File: src/rtl/adc_fe_pkg.sv
// adc_fe_pkg: config bit positions, pipeline latency and saturation helper shared by the ADC front end
package adc_fe_pkg;
  localparam int CFG_OFFSET_BIN = 0;
  localparam int CFG_DC_EN      = 1;
  localparam int CFG_DC_FREEZE  = 2;
  localparam int CFG_DC_CLR     = 3;
  localparam int CFG_HOLD_LSB   = 16;
  localparam int CFG_HOLD_MSB   = 31;
  localparam int ADC_FE_LAT     = 3;
  function automatic logic signed [31:0] saturate(input logic signed [31:0] v, input int bits);
    logic signed [31:0] hi;
    logic signed [31:0] lo;
    hi = (32'sd1 <<< (bits - 1)) - 32'sd1;
    lo = -(32'sd1 <<< (bits - 1));
    return v > hi ? hi : v < lo ? lo : v;
  endfunction
endpackage

File: src/rtl/adc_dc_block.sv
// adc_dc_block: leaky-integrator DC removal with output saturation; forms the S2 register stage
module adc_dc_block
  import adc_fe_pkg::*;
#(
  parameter int ADC_BITS = 14,
  parameter int DC_SHIFT = 12
) (
  input  logic                       adc_clk,
  input  logic                       adc_rst_n,
  input  logic signed [ADC_BITS-1:0] x,
  input  logic                       dc_en,
  input  logic                       dc_freeze,
  input  logic                       dc_clr,
  output logic signed [ADC_BITS-1:0] y,
  output logic                       sat
);
  localparam int AW = ADC_BITS + DC_SHIFT;
  logic signed [AW-1:0]       acc;
  logic signed [ADC_BITS-1:0] est;
  logic signed [ADC_BITS-1:0] y_sat;
  logic signed [ADC_BITS:0]   diff;
  logic signed [31:0]         clamped;
  always_comb begin
    est     = ADC_BITS'(acc >>> DC_SHIFT);
    diff    = (ADC_BITS+1)'(x) - (ADC_BITS+1)'(est);
    clamped = saturate(32'(diff), ADC_BITS);
    y_sat   = ADC_BITS'(clamped);
  end
  // The integrator accumulates the unsaturated difference so clipping does not bias the estimate.
  always_ff @(posedge adc_clk or negedge adc_rst_n)
    if (!adc_rst_n) begin
      acc <= '0;
      y   <= '0;
      sat <= 1'b0;
    end else begin
      y   <= dc_en ? y_sat : x;
      sat <= dc_en && (clamped != 32'(diff));
      acc <= dc_clr ? '0 : (dc_en && !dc_freeze) ? acc + AW'(diff) : acc;
    end
endmodule

File: src/rtl/adc_front_end.sv
// adc_front_end: ADC capture, format conversion, optional DC removal, peak and clip indicators.
// Define ADC_DC_BLOCK_EN to build the DC block; otherwise S2 is a plain register.
module adc_front_end
  import adc_fe_pkg::*;
#(
  parameter int ADC_BITS       = 14,
  parameter int DC_SHIFT       = 12,
  parameter int CLIP_HOLD_BITS = 16
) (
  input  logic                       adc_clk,
  input  logic                       adc_rst_n,
  input  logic [ADC_BITS-1:0]        adc_raw_in,
  input  logic                       adc_or_in,
  input  logic                       cfg_wr_A,
  input  logic [31:0]                cfg_data_A,
  input  logic                       peak_clr_A,
  output logic signed [ADC_BITS-1:0] adc_data,
  output logic                       adc_ovfl,
  output logic [ADC_BITS-2:0]        adc_peak,
  output logic                       clip_hold
);
  logic                               offset_bin;
  logic [CFG_HOLD_MSB-CFG_HOLD_LSB:0] hold_len;
  logic signed [ADC_BITS-1:0]         s1_x;
  logic signed [ADC_BITS-1:0]         s2_y;
  logic                               s1_or;
  logic                               s2_or;
  logic                               s2_sat;
  logic [CLIP_HOLD_BITS-1:0]          clip_cnt;
  logic [ADC_BITS-1:0]                neg;
  logic [ADC_BITS-2:0]                mag;
  // Negating the most-negative code wraps back to itself; clamp that case to full scale.
  always_comb begin
    neg = -adc_data;
    mag = adc_data[ADC_BITS-1] ? (neg[ADC_BITS-1] ? '1 : neg[ADC_BITS-2:0]) : adc_data[ADC_BITS-2:0];
  end
  always_ff @(posedge adc_clk or negedge adc_rst_n)
    if (!adc_rst_n) begin
      offset_bin <= 1'b0;
      hold_len   <= '0;
      s1_x       <= '0;
      s1_or      <= 1'b0;
      s2_or      <= 1'b0;
      adc_data   <= '0;
      adc_ovfl   <= 1'b0;
      adc_peak   <= '0;
      clip_cnt   <= '0;
      clip_hold  <= 1'b0;
    end else begin
      if (cfg_wr_A) begin
        offset_bin <= cfg_data_A[CFG_OFFSET_BIN];
        hold_len   <= cfg_data_A[CFG_HOLD_MSB:CFG_HOLD_LSB];
      end
      s1_x      <= adc_raw_in ^ {offset_bin, {(ADC_BITS-1){1'b0}}};
      s1_or     <= adc_or_in;
      s2_or     <= s1_or;
      adc_data  <= s2_y;
      adc_ovfl  <= s2_or | s2_sat;
      adc_peak  <= (peak_clr_A || mag > adc_peak) ? mag : adc_peak;
      clip_cnt  <= adc_ovfl ? CLIP_HOLD_BITS'(hold_len) : clip_cnt != '0 ? clip_cnt - CLIP_HOLD_BITS'(1) : clip_cnt;
      clip_hold <= adc_ovfl || clip_cnt != '0;
    end
`ifdef ADC_DC_BLOCK_EN
  logic dc_en;
  logic dc_freeze;
  logic unused_cfg;
  assign unused_cfg = ^cfg_data_A[CFG_HOLD_LSB-1:CFG_DC_CLR+1];
  always_ff @(posedge adc_clk or negedge adc_rst_n)
    if (!adc_rst_n) begin
      dc_en     <= 1'b0;
      dc_freeze <= 1'b0;
    end else if (cfg_wr_A) begin
      dc_en     <= cfg_data_A[CFG_DC_EN];
      dc_freeze <= cfg_data_A[CFG_DC_FREEZE];
    end
  adc_dc_block #(.ADC_BITS(ADC_BITS), .DC_SHIFT(DC_SHIFT)) u_dc_block (
    .adc_clk,
    .adc_rst_n,
    .x(s1_x),
    .dc_en,
    .dc_freeze,
    .dc_clr(cfg_wr_A & cfg_data_A[CFG_DC_CLR]),
    .y(s2_y),
    .sat(s2_sat)
  );
`else
  localparam int unused_dc_shift = DC_SHIFT;
  logic unused_cfg;
  assign unused_cfg = ^cfg_data_A[CFG_HOLD_LSB-1:CFG_OFFSET_BIN+1];
  assign s2_sat = 1'b0;
  always_ff @(posedge adc_clk or negedge adc_rst_n)
    if (!adc_rst_n) s2_y <= '0;
    else s2_y <= s1_x;
`endif
endmodule

File: config.mk
export PLATFORM = sky130hd
export DESIGN_NAME = adc_front_end
export DESIGN_NICKNAME = d
export VERILOG_FILES = /design/src/rtl/adc_fe_pkg.sv /design/src/rtl/adc_dc_block.sv /design/src/rtl/adc_front_end.sv
export SDC_FILE = /design/constraint.sdc
export NUM_CORES = 1
export LEC_CHECK = 0
export BUFFER_PORTS_ARGS = -buffer_cell sky130_fd_sc_hd__buf_2
export CAP_MARGIN = 0
export CORE_ASPECT_RATIO = 0.75
export CORE_MARGIN = 2
export CORE_UTILIZATION = 45
export DETAILED_ROUTE_END_ITERATION = 8
export GPL_ROUTABILITY_DRIVEN = 0
export PLACE_DENSITY = 0.69
export SETUP_SLACK_MARGIN = 0.2
export SLEW_MARGIN = 20
export SYNTH_ARGS = -nofsm -noshare
export SYNTH_HDL_FRONTEND = slang
export SYNTH_HIERARCHICAL = 1
export SYNTH_SLANG_ARGS = --single-unit
File: constraint.sdc
create_clock -name adc_clk -period 4.6 [get_ports adc_clk]
set_input_delay 0.23 -clock adc_clk [delete_from_list [all_inputs] [get_ports adc_clk]]
set_output_delay 0.23 -clock adc_clk [all_outputs]
set_load 0.01 [all_outputs]
==> results.txt <==
Clock-pin slew was measured on the worst setup and hold paths at 0.07 ns. The total vias in the final route was 2598. The total overflow left after global routing is 0.

The path category of the worst min-delay check was primary input to flip-flop. Setup repair after global routing left no endpoint under its margin. The endpoint required time on the critical path was 4.82 ns; the width of the die was 112 µm.

Once layout is complete, the utilization of the core stands at 56.9%. Buffers placed on the I/O ports in this run total 64. Entering global routing, the biggest net connects 48 pins. The startpoint of the most critical hold path was adc_raw_in[0].

The number of max-cap violations was 0; the clock group share of total power was 32.9%. The initial core utilization was 46.3%; the share of synthesized flip-flops with an asynchronous set or reset was 100%. The tools report the clock net sink count as 92.

Counting distinct cell types in the post-synthesis netlist gives 55. For the number of core rows, the log shows 29. The startpoint class of the critical path is a flip-flop. Summing every instance area after synthesis gives 0.00393 mm². The post-CTS setup buffer count is 0, and the area of the core is 0.00849 mm². The endpoint identified for the worst register-to-register timing path is adc_peak[11]$_DFFE_PN0P_. The fraction of the cycle the final worst path needs was 82.7%; the flop and latch count out of synthesis was 92.

Kind of end point of the critical path: a flip-flop. At the pin with the least slew margin, the transition time is 1.03 ns. After filler insertion, the fill cell instance count of the layout stands at 724. The number of synthesized flops with an enable pin is 0, and the minimum setup slack among reg-to-reg paths is 0.80 ns.

The switching power was 690 µW; the largest driver fanout on the critical path was 7. The type of the setup path with the least slack was flip-flop to flip-flop. The number of stages on the worst hold path was 1. The sequential area share after synthesis is 58.5%. Using the TritonRoute via totals, the vias-per-cell ratio works out to 5.10.

Derived from the worst setup path, the maximum achievable clock frequency is 263 MHz. Averaged over all synthesized cells, the footprint is 12.4 µm². In this run the static leakage power is 2.21 nW. For this run, the number of Yosys warnings is 6. The first global-routing pass estimated 12.5 mm of wire. The maximum resistive drop on vdd was 0.000262 V; the final design instance area without fill was 0.00483 mm². The number of gates resized after CTS was 0.

The first detailed-routing pass ran for 4 iterations. The net count of the finished layout is 462. TritonCTS built the clock tree.

The part of the total power dissipated in sequential elements came out at 45.1%. For this run, the leading register cell type out of synthesis is dfrtp_1. The sum of net half-perimeters after detailed placement was 5.04 mm; the via count of the first global-routing pass was 2538. Worst slew margin relative to its limit: 31.2%.

Die height: 85.0 µm. The maximum clock skew at final layout is 0.0101 ns, and the sum of internal, switching and leakage power is 2.24 mW. Power spread over the standard cell area amounts to 463 mW/mm².

The shortest clock period the worst path allows after layout works out to 3.80 ns. The tools report the number of clock buffers inserted by TritonCTS as 9. The run gives 22.0% as the share of power burned in combinational logic. The run gives 4.02 ns as the arrival time reported for the critical path endpoint. The global-route usage over all layers was 16.4%.

Root buffer cell: clkbuf_16. Synthesis produced a netlist whose cell count is 316. The H-tree was split into 3 levels. The number of max-slew violations in the final report is 0, and the count of inserted antenna diode cells is 0.

Net switching is 30.8% of the power. Once placement finished, the instance area stood at 0.00438 mm². In the final layout, the share of cells above drive strength 1 is 29.7%. The number of buffers inserted for hold repair after clock tree synthesis was 14; the source-to-sink clock delay at the later pin of the worst-skew pair was 0.34 ns. The average wire per cell in the routed design was 14.0 µm; the number of failing hold endpoints at the final stage was 0.

The flow ran to the end, and the final reports show no timing, DRC or antenna violations. The routed design has 7.15 mm of wire. The clock passes through at most 2 buffers.

For the internal portion of total power, the log shows 1.55 mW. The detail route stage leaves a number of antenna-violating nets equal to 0. In this run the count of I/O pins placed on the die edge is 80. Source of the worst register-to-register timing path: adc_data[0]$_DFF_PN0_.

The setup TNS was 0 ns. The die area was 0.00951 mm². The capture endpoint of the worst hold path was s1_x[0]$_DFF_PN0_. For this run, design rule violations remaining after detail routing come to 0. The area growth from synthesis to layout is 22.9%. The number of antenna violations at the first check in global routing was 0. Measured in cells, the most critical reg-to-reg path has a length of 11.

The first-iteration detailed-routing DRC count is 96, and the net count after synthesis is 382. The tools report the count of endpoints failing setup in the final report as 0.
[layout by cell type (no fill, tap or decap), types with 9 or more instances in the layout]
master and instances:
ha_1 15, buf_2 63, o21ai_0 14, mux2_2 20, nor2_1 12, dfrtp_1 92, a21oi_1 10, xor2_1 9
inv_1 21, clkbuf_16 9, nand2_1 17, dlygate4sd3_1 14
[final cells by class]
type | instances | area (µm²) | area share [%]
clock buffer | 9 | 225 | 4.66
sequential | 92 | 2300 | 47.6
tap | 108 | 135 | 2.80
inverter | 21 | 78.8 | 1.63
timing repair buffer | 80 | 498 | 10.3
multi-input combinational | 192 | 1510 | 31.1
clock inverter | 7 | 88.8 | 1.84
[routing by layer]
layer	up-vias	GRT usage, %	routed length, µm
met5	-	0	0
met4	0	4.99	63
met3	7	3.36	247
met2	49	24.1	3130
met1	1251	24.9	3710
li1	1291	-	-
[flip-flops by register name, summed over array words and instances (netlist names)]
signal / cells
clip_hold: 1
adc_peak: 13
s1_or: 1
clip_cnt: 16
adc_data: 14
offset_bin: 1
adc_ovfl: 1
s2_y: 14
s2_or: 1
hold_len: 16
s1_x: 14
[power by group through the flow]
stage                     logic, mW  clock network [mW]  registers [mW]
after floorplan               0.311                   0            1.03
after global placement        0.472                   0            1.02
after detailed placement      0.485                   0            1.03
after CTS                     0.498               0.762            1.01
after global routing          0.558               0.797            1.03
final                         0.492               0.737            1.01
[cells in the mapped netlist (3+ instances only)]
library cell,n,area share (%)
a21oi_1,10,1.3
clkbuf_1,8,0.76
dfrtp_1,92,59
ha_1,15,4.8
inv_1,21,2.0
mux2_1,6,1.7
mux2_2,20,5.7
nand2_1,17,1.6
nand2_2,5,0.80
nand3_1,4,0.51
nor2_1,12,1.1
nor3_1,8,1.0
nor4_1,3,0.48
o21ai_0,14,1.8
o31a_1,3,0.67
o31ai_1,8,1.5
or3_1,4,0.64
or4_1,3,0.57
xnor2_1,7,1.6
xor2_1,9,2.0
[per-stage QoR]
stage / instances / setup slack (ns) / hold WS (ns)
6_report: 509 / 0.797 / 0.0204
5_1_grt: 509 / 0.500 / 0.00181
4_1_cts: 509 / 0.790 / 0.00623
3_5_place_dp: 479 / 0.823 / 0.277
3_3_place_gp: 478 / 0.763 / 0.331
2_1_floorplan: 316 / 1.14 / -0.0656
[kinds of logic after synthesis]
| group | after synthesis | share of synthesized area (%) |
|---|---|---|
| mux | 29 | 8.33 |
| simple gates | 78 | 12.2 |
| buf+inv | 32 | 3.21 |
| flops | 92 | 58.5 |
| xor+xnor | 16 | 3.56 |
| compound gates | 54 | 9.35 |
| fa+ha+maj | 15 | 4.77 |
[worst max-delay path by stage]
stage,startpoint,end,slack (ns)
after CTS,adc_data[0]$_DFF_PN0_,adc_peak[11]$_DFFE_PN0P_,0.79
after detailed placement,adc_data[0]$_DFF_PN0_,adc_peak[5]$_DFFE_PN0P_,0.82
after floorplan,adc_data[1]$_DFF_PN0_,adc_peak[4]$_DFFE_PN0P_,1.14
final,adc_data[0]$_DFF_PN0_,adc_peak[11]$_DFFE_PN0P_,0.80
after global routing,adc_data[0]$_DFF_PN0_,adc_peak[11]$_DFFE_PN0P_,0.50
after global placement,adc_data[0]$_DFF_PN0_,adc_peak[3]$_DFFE_PN0P_,0.76
[worst max-delay path, cell delays in order, from the launching register on]
cell and delay (ns):
dfrtp_1 0.44, or4_4 0.59, or2_4 0.27, o31ai_2 0.20, mux2i_1 0.34, ha_1 0.22
nand4_1 0.10, nor4_1 0.22, o31ai_1 0.11, a21oi_1 0.57, buf_4 0.29, mux2_2 0.34
No activity file was read; power rests on OpenSTA's default activity.
